### src/rtl/gshare_branch_predictor_pkg.sv
`default_nettype none
// ============================================================================
// Module : gshare_branch_predictor_pkg
// Brief  : Shared types, counter encodings and helpers for the gshare
//          branch predictor and its pattern history table.
// Rev    : 1.0  initial release
// ============================================================================
package gshare_branch_predictor_pkg;

    // 2-bit saturating prediction counter; MSB is the taken prediction
    typedef logic [1:0] pht_counter_t;

    typedef enum logic [0:0] {
        MODE_BIMODAL = 1'b0,
        MODE_GSHARE  = 1'b1
    } predictor_mode_e;

    typedef enum logic [0:0] {
        PRED_INIT  = 1'b0,
        PRED_READY = 1'b1
    } predictor_state_e;

    localparam pht_counter_t STRONG_NT = 2'd0;
    localparam pht_counter_t WEAK_NT   = 2'd1;
    localparam pht_counter_t WEAK_T    = 2'd2;
    localparam pht_counter_t STRONG_T  = 2'd3;

    // Move a counter one step toward the resolved outcome, clamping at the ends
    function automatic pht_counter_t sat_update(input pht_counter_t cnt, input logic taken);
        pht_counter_t result;
        if (taken) begin
            result = (cnt == STRONG_T) ? STRONG_T : cnt + 2'd1;
        end else begin
            result = (cnt == STRONG_NT) ? STRONG_NT : cnt - 2'd1;
        end
        return result;
    endfunction

endpackage
`default_nettype wire

### src/rtl/gshare_branch_predictor_pht_ram.sv
`default_nettype none
// ============================================================================
// Module : gshare_branch_predictor_pht_ram
// Brief  : Pattern history table storage. One combinational read port and
//          one synchronous write port that either loads a value (init sweep)
//          or applies a saturating step to the addressed entry (update).
// Rev    : 1.0  initial release
// ============================================================================
module gshare_branch_predictor_pht_ram
    import gshare_branch_predictor_pkg::*;
#(
    parameter int INDEX_WIDTH = 5
) (
    input  logic                   clk,
    input  logic [INDEX_WIDTH-1:0] i_rd_addr,
    output pht_counter_t           o_rd_data,
    input  logic                   i_wr_en,
    input  logic                   i_wr_load,
    input  logic [INDEX_WIDTH-1:0] i_wr_addr,
    input  pht_counter_t           i_wr_data,
    input  logic                   i_wr_taken
);

    // The array has no reset; the init sweep gives every entry a known value
    pht_counter_t r_mem [2**INDEX_WIDTH];

    assign o_rd_data = r_mem[i_rd_addr];

    // Single write port: load during the sweep, read-modify-write on update
    always_ff @(posedge clk) begin
        if (i_wr_en) begin
            r_mem[i_wr_addr] <= i_wr_load ? i_wr_data : sat_update(r_mem[i_wr_addr], i_wr_taken);
        end
    end

endmodule
`default_nettype wire

### src/rtl/gshare_branch_predictor.sv
`default_nettype none
// ============================================================================
// Module : gshare_branch_predictor
// Brief  : Parametrised global-history branch predictor (bimodal or gshare
//          indexing) with self-initialising PHT, checkpoint GHR repair and
//          saturating performance counters.
// Rev    : 1.0  initial release
// ============================================================================
module gshare_branch_predictor
    import gshare_branch_predictor_pkg::*;
#(
    parameter int           GHR_SIZE           = 5,
    parameter int           INDEX_WIDTH        = 5,
    parameter int           MODE               = 1,
    parameter int           COMPRESSED_SUPPORT = 1,
    parameter logic [1:0]   INIT_STATE         = 2'b01,
    parameter int           STAT_WIDTH         = 16
) (
    input  logic                   clk,
    input  logic                   reset_n,
    input  logic                   lookup_valid,
    input  logic                   lookup_is_branch,
    input  logic [31:0]            lookup_pc,
    input  logic                   stall_n,
    output logic                   predict_taken,
    output logic [GHR_SIZE-1:0]    predict_ghr,
    output logic [INDEX_WIDTH-1:0] predict_index,
    input  logic                   update_valid,
    input  logic [INDEX_WIDTH-1:0] update_index,
    input  logic [GHR_SIZE-1:0]    update_ghr,
    input  logic                   update_taken,
    input  logic                   update_mispredict,
    output logic                   busy,
    output logic [STAT_WIDTH-1:0]  branch_count,
    output logic [STAT_WIDTH-1:0]  mispredict_count
);

    localparam int              c_pc_lsb = (COMPRESSED_SUPPORT != 0) ? 1 : 2;
    localparam predictor_mode_e c_mode   = (MODE != 0) ? MODE_GSHARE : MODE_BIMODAL;

    predictor_state_e       r_state;
    predictor_state_e       w_state_next;
    logic [INDEX_WIDTH-1:0] r_init_ptr;
    logic [GHR_SIZE-1:0]    r_ghr;
    logic [GHR_SIZE-1:0]    w_spec_ghr;
    logic [GHR_SIZE-1:0]    w_repair_ghr;
    logic [INDEX_WIDTH-1:0] w_pc_bits;
    logic [INDEX_WIDTH-1:0] w_ghr_ext;
    logic [INDEX_WIDTH-1:0] w_index;
    pht_counter_t           w_rd_counter;
    logic                   w_busy;
    logic                   w_ready;
    logic                   w_predict_taken;
    logic                   w_spec_shift;
    logic                   w_repair;
    logic                   w_pht_we;
    logic [INDEX_WIDTH-1:0] w_pht_waddr;
    logic [STAT_WIDTH-1:0]  r_branch_count;
    logic [STAT_WIDTH-1:0]  r_mispredict_count;
    logic                   w_unused;

    assign w_busy  = (r_state == PRED_INIT);
    assign w_ready = (r_state == PRED_READY);

    // PC bits above the instruction-alignment granule
    assign w_pc_bits = lookup_pc[INDEX_WIDTH-1+c_pc_lsb : c_pc_lsb];

    // Fit the history to the index width: truncate long histories, zero-extend short ones
    if (GHR_SIZE >= INDEX_WIDTH) begin : g_ghr_trunc
        assign w_ghr_ext = r_ghr[INDEX_WIDTH-1:0];
    end else begin : g_ghr_zext
        assign w_ghr_ext = {{(INDEX_WIDTH-GHR_SIZE){1'b0}}, r_ghr};
    end

    if (c_mode == MODE_GSHARE) begin : g_idx_gshare
        assign w_index = w_pc_bits ^ w_ghr_ext;
    end else begin : g_idx_bimodal
        assign w_index = w_pc_bits;
    end

    // Next history values for a speculative shift and for a checkpoint repair
    if (GHR_SIZE == 1) begin : g_ghr_single
        assign w_spec_ghr   = w_predict_taken;
        assign w_repair_ghr = update_taken;
    end else begin : g_ghr_multi
        assign w_spec_ghr   = {r_ghr[GHR_SIZE-2:0], w_predict_taken};
        assign w_repair_ghr = {update_ghr[GHR_SIZE-2:0], update_taken};
    end

    assign w_predict_taken = w_busy ? 1'b0 : w_rd_counter[1];
    assign w_spec_shift    = w_ready & lookup_valid & lookup_is_branch & stall_n;
    assign w_repair        = w_ready & update_valid & update_mispredict;

    // Init sweep owns the write port while busy; resolved updates use it afterwards
    assign w_pht_we    = w_busy | (w_ready & update_valid);
    assign w_pht_waddr = w_busy ? r_init_ptr : update_index;

    gshare_branch_predictor_pht_ram #(
        .INDEX_WIDTH (INDEX_WIDTH)
    ) u_pht_ram (
        .clk        (clk),
        .i_rd_addr  (w_index),
        .o_rd_data  (w_rd_counter),
        .i_wr_en    (w_pht_we),
        .i_wr_load  (w_busy),
        .i_wr_addr  (w_pht_waddr),
        .i_wr_data  (INIT_STATE),
        .i_wr_taken (update_taken)
    );

    // Next-state logic: leave INIT once the last entry has been written
    always_comb begin
        w_state_next = r_state;
        case (r_state)
            PRED_INIT:  if (r_init_ptr == {INDEX_WIDTH{1'b1}}) w_state_next = PRED_READY;
            PRED_READY: w_state_next = PRED_READY;
            default:    w_state_next = PRED_INIT;
        endcase
    end

    // State register and sweep pointer
    always_ff @(posedge clk or negedge reset_n) begin
        if (!reset_n) begin
            r_state    <= PRED_INIT;
            r_init_ptr <= '0;
        end else begin
            r_state <= w_state_next;
            if (w_busy) begin
                r_init_ptr <= r_init_ptr + INDEX_WIDTH'(1);
            end
        end
    end

    // Global history: checkpoint repair overrides a same-cycle speculative shift
    always_ff @(posedge clk or negedge reset_n) begin
        if (!reset_n) begin
            r_ghr <= '0;
        end else if (w_repair) begin
            r_ghr <= w_repair_ghr;
        end else if (w_spec_shift) begin
            r_ghr <= w_spec_ghr;
        end
    end

    // Saturating performance counters
    always_ff @(posedge clk or negedge reset_n) begin
        if (!reset_n) begin
            r_branch_count     <= '0;
            r_mispredict_count <= '0;
        end else if (w_ready && update_valid) begin
            if (r_branch_count != {STAT_WIDTH{1'b1}}) begin
                r_branch_count <= r_branch_count + STAT_WIDTH'(1);
            end
            if (update_mispredict && (r_mispredict_count != {STAT_WIDTH{1'b1}})) begin
                r_mispredict_count <= r_mispredict_count + STAT_WIDTH'(1);
            end
        end
    end

    assign predict_taken    = w_predict_taken;
    assign predict_ghr      = r_ghr;
    assign predict_index    = w_index;
    assign busy             = w_busy;
    assign branch_count     = r_branch_count;
    assign mispredict_count = r_mispredict_count;

    // Bits not needed for indexing or repair at this configuration
    assign w_unused = ^{lookup_pc, update_ghr, w_rd_counter[0]};

endmodule
`default_nettype wire
### config.mk
export PLATFORM = sky130hd
export DESIGN_NAME = gshare_branch_predictor
export DESIGN_NICKNAME = d
export VERILOG_FILES = /design/src/rtl/gshare_branch_predictor_pkg.sv /design/src/rtl/gshare_branch_predictor_pht_ram.sv /design/src/rtl/gshare_branch_predictor.sv
export SDC_FILE = /design/constraint.sdc
export NUM_CORES = 1
export LEC_CHECK = 0
export ABC_AREA = 1
export CELL_PAD_IN_SITES_DETAIL_PLACEMENT = 0
export CELL_PAD_IN_SITES_GLOBAL_PLACEMENT = 1
export CORE_MARGIN = 4
export CORE_UTILIZATION = 50
export CTS_CLUSTER_SIZE = 8
export DETAILED_ROUTE_END_ITERATION = 7
export DONT_BUFFER_PORTS = 1
export MAX_ROUTING_LAYER = met4
export PLACE_DENSITY = 0.95
export SYNTH_ARGS = -nofsm -noshare
export SYNTH_HDL_FRONTEND = slang
export SYNTH_HIERARCHICAL = 1
export SYNTH_SLANG_ARGS = --single-unit
### constraint.sdc
create_clock -name clk -period 5.51 [get_ports clk]
set_input_delay 0.2755 -clock clk [delete_from_list [all_inputs] [get_ports clk]]
set_output_delay 0.2755 -clock clk [all_outputs]
set_load 0.05 [all_outputs]
# ---- After elaboration in Yosys (flattened, before gate mapping)
# Memories as Yosys holds them, arrays and structs flattened.
# Index checks and enable logic that the tools add are counted.
dict set report classes {
  n_addsub 5
  n_eq_ne 4
  mux 13
  bitwise 8
  n_reduce_logical 6
}
# op count
set ops {}
lappend ops {{16-bit by 1-bit adder with 16-bit output (second input constant)} 2}
lappend ops {{16-bit inequality test (second input constant)} 2}
lappend ops {{5-bit two-way mux} 3}
lappend ops {{2-bit two-way mux} 5}
lappend ops {{5-bit by 1-bit adder with 5-bit output (second input constant)} 1}
lappend ops {{1-bit bitwise AND} 5}
lappend ops {{5-bit equality test (second input constant)} 1}
lappend ops {{5-bit XOR} 1}
lappend ops {{1-bit two-way mux} 4}
lappend ops {{2-bit AND reduction} 2}
lappend ops {{2-bit by 1-bit adder with 2-bit output (second input constant)} 1}
lappend ops {{2-bit equality test (second input constant)} 1}
lappend ops {{1-bit logical AND} 2}
lappend ops {{2-bit logical NOT} 1}
lappend ops {{1-bit one-hot mux with 2 select lines} 1}
lappend ops {{2-bit nonzero test} 1}
lappend ops {{2-bit by 1-bit subtractor with 2-bit output (second input constant)} 1}
lappend ops {{1-bit inverter} 1}
lappend ops {{1-bit OR} 1}
dict set report totals {
  ff_bits 43
  mem_bits_rw 64
  in_bits 50
  output_inout_bits 44
  elab_cells 42
  memories 1
}
# memory depth width rd rd_ports_with_merged_regs wr line_no
set mem_list {}
lappend mem_list {u_pht_ram.r_mem 32 2 2 0 1 gshare_branch_predictor_pht_ram.sv:25} ;# pht_counter_t r_mem [2**INDEX_WIDTH];

# ---- Longest topological paths before layout
# An unclocked memory read counts as a cell.
dict set report depth {
  word_depth 7
  ltp_mapped 18
  mapped_depth_nobuf 16
}

# ---- By module
# Netlist, hierarchy kept.
# module instances cells_each area_per_inst_um2 seq_area_each_um2
set modules_own_cells {}
lappend modules_own_cells {gshare_branch_predictor_pht_ram 1 422 3469.6 1921.8}
lappend modules_own_cells {gshare_branch_predictor 1 352 2595.0 1076.0}

# ---- Least setup slack after synthesis
# No wires, ideal clock.
dict set report synth_path {
  path_kind {flip-flop to output port}
  startpoint {register r_ghr[0], in the netlist predict_ghr[0]}
  endpoint {output port predict_taken}
  arrival_ns 3.051
  t_required_ns 5.234
  slack_ns 2.184
  stages_incl_launch_ff 12
  path_buffers 2
  path_cell_list {dfrtp_1 -> xor2_1 -> buf_4 -> clkbuf_1 -> o21ai_0 -> o221ai_1 -> nand3_1 -> nand2_1 -> nand2_1 -> nand2_1 -> nand2_1 -> inv_1}
}
dict set report synth_via {
  elab_chain_cells 3
}
# element line_no
set synth_rtl {}
lappend synth_rtl {{start, declared} gshare_branch_predictor.sv:44} ;# logic [GHR_SIZE-1:0] r_ghr;
lappend synth_rtl {{start signal, assigned} gshare_branch_predictor.sv:139} ;# r_ghr <= w_repair_ghr;
lappend synth_rtl {{start signal, assigned} gshare_branch_predictor.sv:141} ;# r_ghr <= w_spec_ghr;
lappend synth_rtl {{5-bit XOR} gshare_branch_predictor.sv:76} ;# assign w_index = w_pc_bits ^ w_ghr_ext;
lappend synth_rtl {{net predict_index[0]} gshare_branch_predictor.sv:27} ;# output logic [INDEX_WIDTH-1:0] predict_index,
lappend synth_rtl {{memory read 32 x 2 bit} n/a}
lappend synth_rtl {{net w_rd_counter[1]} gshare_branch_predictor.sv:50} ;# pht_counter_t w_rd_counter;
lappend synth_rtl {{1-bit two-way mux} gshare_branch_predictor.sv:90} ;# assign w_predict_taken = w_busy ? 1'b0 : w_rd_counter[1];
lappend synth_rtl {{end, declared} gshare_branch_predictor.sv:25} ;# output logic predict_taken,
# The timed path passes the listed nets, and every way through them passes these cells.

# ---- Worst setup path after layout
dict set report layout_path {
  startpoint {register r_state}
  endpoint {memory u_pht_ram/r_mem[24][1] in the netlist's numbering (data pin)}
}
dict set report layout_via {
  elab_chain_cells 7
  word_cells_on_any_way 11
  classes_between {add/sub: 2; eq/ne: 1; mux: 6; reduce/logical: 1; memory: 1}
}
# element line_no
set layout_rtl {}
lappend layout_rtl {{start, declared} gshare_branch_predictor.sv:41} ;# predictor_state_e r_state;
lappend layout_rtl {{start signal, assigned} gshare_branch_predictor.sv:127} ;# r_state <= w_state_next;
lappend layout_rtl {{5-bit two-way mux (*)} gshare_branch_predictor.sv:96} ;# assign w_pht_waddr = w_busy ? r_init_ptr : update_index;
lappend layout_rtl {{net w_pht_waddr[0]} gshare_branch_predictor.sv:57} ;# logic [INDEX_WIDTH-1:0] w_pht_waddr;
lappend layout_rtl {{memory read 32 x 2 bit (*)} n/a}
lappend layout_rtl {{2-bit by 1-bit subtractor with 2-bit output, or another cell as far along} gshare_branch_predictor_pkg.sv:34} ;# result = (cnt == STRONG_NT) ? STRONG_NT : cnt - 2'd1;
lappend layout_rtl {{2-bit two-way mux (on tied branches)} {gshare_branch_predictor_pkg.sv:34, gshare_branch_predictor_pkg.sv:32}}
lappend layout_rtl {{2-bit two-way mux (*)} gshare_branch_predictor_pkg.sv:31} ;# if (taken) begin
lappend layout_rtl {{2-bit two-way mux (*)} gshare_branch_predictor_pht_ram.sv:31} ;# if (i_wr_en) begin
lappend layout_rtl {{2-bit two-way mux (*)} gshare_branch_predictor_pht_ram.sv:32} ;# r_mem[i_wr_addr] <= i_wr_load ? i_wr_data : sat_update(r_mem[i_wr_addr], i_wr_taken);
lappend layout_rtl {{end, declared} gshare_branch_predictor_pht_ram.sv:25}
# Mark *: on every way through the listed nets, which the timed path passes. The rest lies on a longest branch. The select of a mux whose other input is x is not followed.

==> reports/qor.yml <==
layout:
  drive_gt1_frac: 0.0718
  antennaDiodeCount: 0
  areaGrowthSynthToFinish_pct: 6.91
  nets: 773
  post-route-cell-area_um2: 6220
worst_setup_path:
  path_class: "flop to flop"
  path_cells: "inv_1 -> nand2_1 -> nand2_1 -> buf_4 -> nor2_2 -> nand2_1 -> nand2_1 -> o21ai_1 -> nand2_1 -> inv_1 -> nand2_1 -> nor2_1 -> nand2_1 -> nand2_1 -> nand2_1"
  start_kind: "flop"
  crit_top_cell: "nand2_1"
  worstPathArrival_ns: 3.92
  cpPeakStageDelay_ns: 0.74
  slowest_stage: "inv_1"
  path_max_fanout: 32
  required_ns: 5.36
  crit_path_end_kind: "flop"
clock_tree:
  clk_pin_slew_worst_paths_ns: 0.07
  clock-sinks: 107
  htreeDepth: 3
  cts_tree: "built"
  post_cts_resize_count: 0
  cts_buffers: 9
  clock_path_buffers: 2
  worstSkewPairLatency_ns: 0.35
  cts_root_buffer: "clkbuf_16"
global_routing:
  grt_pass1_wl_mm: 21.6
  grt_use_total: 0.213
  antenna_found_initial: 0
  gr-total-overflow: 0
  grtUsageMet1: 0.254
  grt_pass1_vias: 4393
  top_usage_layer: "met2"
  grt_util_met3: 0.0465
  grt_use_met2: 0.360
  grt_max_degree: 44
floorplan:
  io_pins: 94
  die_w_um: 116
  core_um2: 11400
  die_area_um2: 13400
  initial_core_util: 0.509
  fp.dieH_um: 116
  rows: 39
logic_synthesis:
  syn_area_um2: 5820
  netlist_instances: 724
  synth_area_per_cell_um2: 8.03
  syn_nets: 778
  yosys_warnings: 6
placed_design:
  dp_hpwl_mm: 9.52
  globalplace.congestion: 0.858
  io_buffers: 0
  dpl-instance-area_um2: 5890
  dp_slack_ns: 1.48
timing:
  max_freq_mhz: 246
  max_slew_margin: 0.236
  setup_viol: 0
  fin_skew_ns: 0.00850
  setup_slack_ns: 1.44
  grt_setup_unrepaired: "false"
  setup_total_negative_slack_ns: 0
  layout_min_cycle_time_ns: 4.07
  hold_viol_final: 0
  drv_slew: 0
  worst_slew_pin_slew_ns: 1.15
  fin_crit_sh: 0.739
outcome:
  outcome: "finished, final reports clean"
routing:
  dr.pass1.iters: 5
  viasPerCell: 5.47
  drc: 0
  wl_mm: 13.8
  drtAntennaViolNets: 0
  drtIter0Drc: 410
  post_drt_wl_per_cell_um: 15.9
  routed-via-count: 4742
power_and_ir_drop:
  ir_worst_vdd_uv: 271
  p_leak_uw: 0.00266
  pwr_density_cell_nw_per_um2: 340
hold_path:
  min_path_type: "primary input to flop"
run:
  max-cap-violations: 0
[sequential cells by signal, indices dropped and copies added, names as in the netlist]
| register | count |
|---|---|
| u_pht_ram/r_mem | 64 |
| branch_count | 16 |
| mispredict_count | 16 |
| predict_ghr | 5 |
| r_init_ptr | 5 |
| r_state | 1 |
[worst paths after layout]
kind	slack [ns]	start	end	cells after the start
max	1.44	r_state	u_pht_ram/r_mem[24][1]	15
min	0.12	update_ghr[2]	predict_ghr[3]	2
max reg2reg	1.44	r_state	u_pht_ram/r_mem[24][1]	15
min reg2reg	0.54	r_init_ptr[4]	r_init_ptr[4]	2
max in group asynchronous	4.84	reset_n	branch_count[7]	2
min in group asynchronous	0.47	reset_n	mispredict_count[15]	2
[per-layer routing]
| metal | vias to the layer above | wire [um] |
|---|---|---|
| met5 | - | 0 |
| met4 | 0 | 204 |
| met3 | 18 | 982 |
| met2 | 189 | 7180 |
| met1 | 2218 | 5450 |
| li1 | 2317 | - |
[critical path, delay by kind of cell, from the launching register on]
| family | cells | cell delay (ns) |
|---|---|---|
| AND/OR/NAND/NOR | 11 | 1.66 |
| buffers and inverters | 3 | 1.15 |
| flip-flops | 1 | 0.53 |
| AO/OA/AOI/OAI | 1 | 0.19 |
[cell usage in the layout, fill, tap and decap left out, types with 2 or more instances in the layout]
cell / n
clkinv_4: 4
xnor2_1: 7
o21ai_0: 19
edfxtp_1: 64
nor2_2: 7
ha_1: 4
clkbuf_16: 9
inv_1: 49
dfrtp_1: 43
nand4_1: 12
nand2_1: 297
nand3b_1: 4
o221ai_1: 6
inv_4: 3
nand3_1: 23
buf_4: 5
nor4_1: 5
nand2_2: 3
conb_1: 2
a21oi_1: 4
or2_2: 2
o22ai_1: 7
xor2_2: 2
xor2_1: 14
nand2_4: 2
inv_2: 7
o21ai_1: 16
nor3_1: 8
nor2_1: 86
[metrics by stage]
stage / std cells / total power [uW] / hold slack, ns / utilization
detailed placement: 849 / 1500 / -0.0193 / 0.516
CTS: 867 / 2130 / 0.114 / 0.544
finish: 867 / 2110 / 0.122 / 0.544
global placement: 849 / 1490 / -0.0191 / 0.516
global route: 867 / 2210 / 0.112 / 0.544
floorplan: 724 / 1410 / -0.0201 / -
[where the power goes]
part           internal (uW)  switching [uW]  total [uW]  leakage (uW)
clock                    324             292         616      0.000145
sequential               911             216        1130       0.00115
combinational            105             264         369       0.00137
total                   1340             773        2110       0.00266
[final cells by class]
class | count | area, um2
Fill cell | 1065 | 5200
Sequential cell | 107 | 3000
Multi-Input combinational cell | 535 | 2450
Clock buffer | 10 | 239
Inverter | 59 | 231
Tap cell | 143 | 179
Timing Repair Buffer | 7 | 75.1
Clock inverter | 6 | 48.8
[what timing repair did]
item | CTS | global route
hold buffers | 2 | 0
setup buffers | 0 | 0
hold endpoints to repair | 43 | 0
Note: power is estimated with default switching activity, not from simulation.
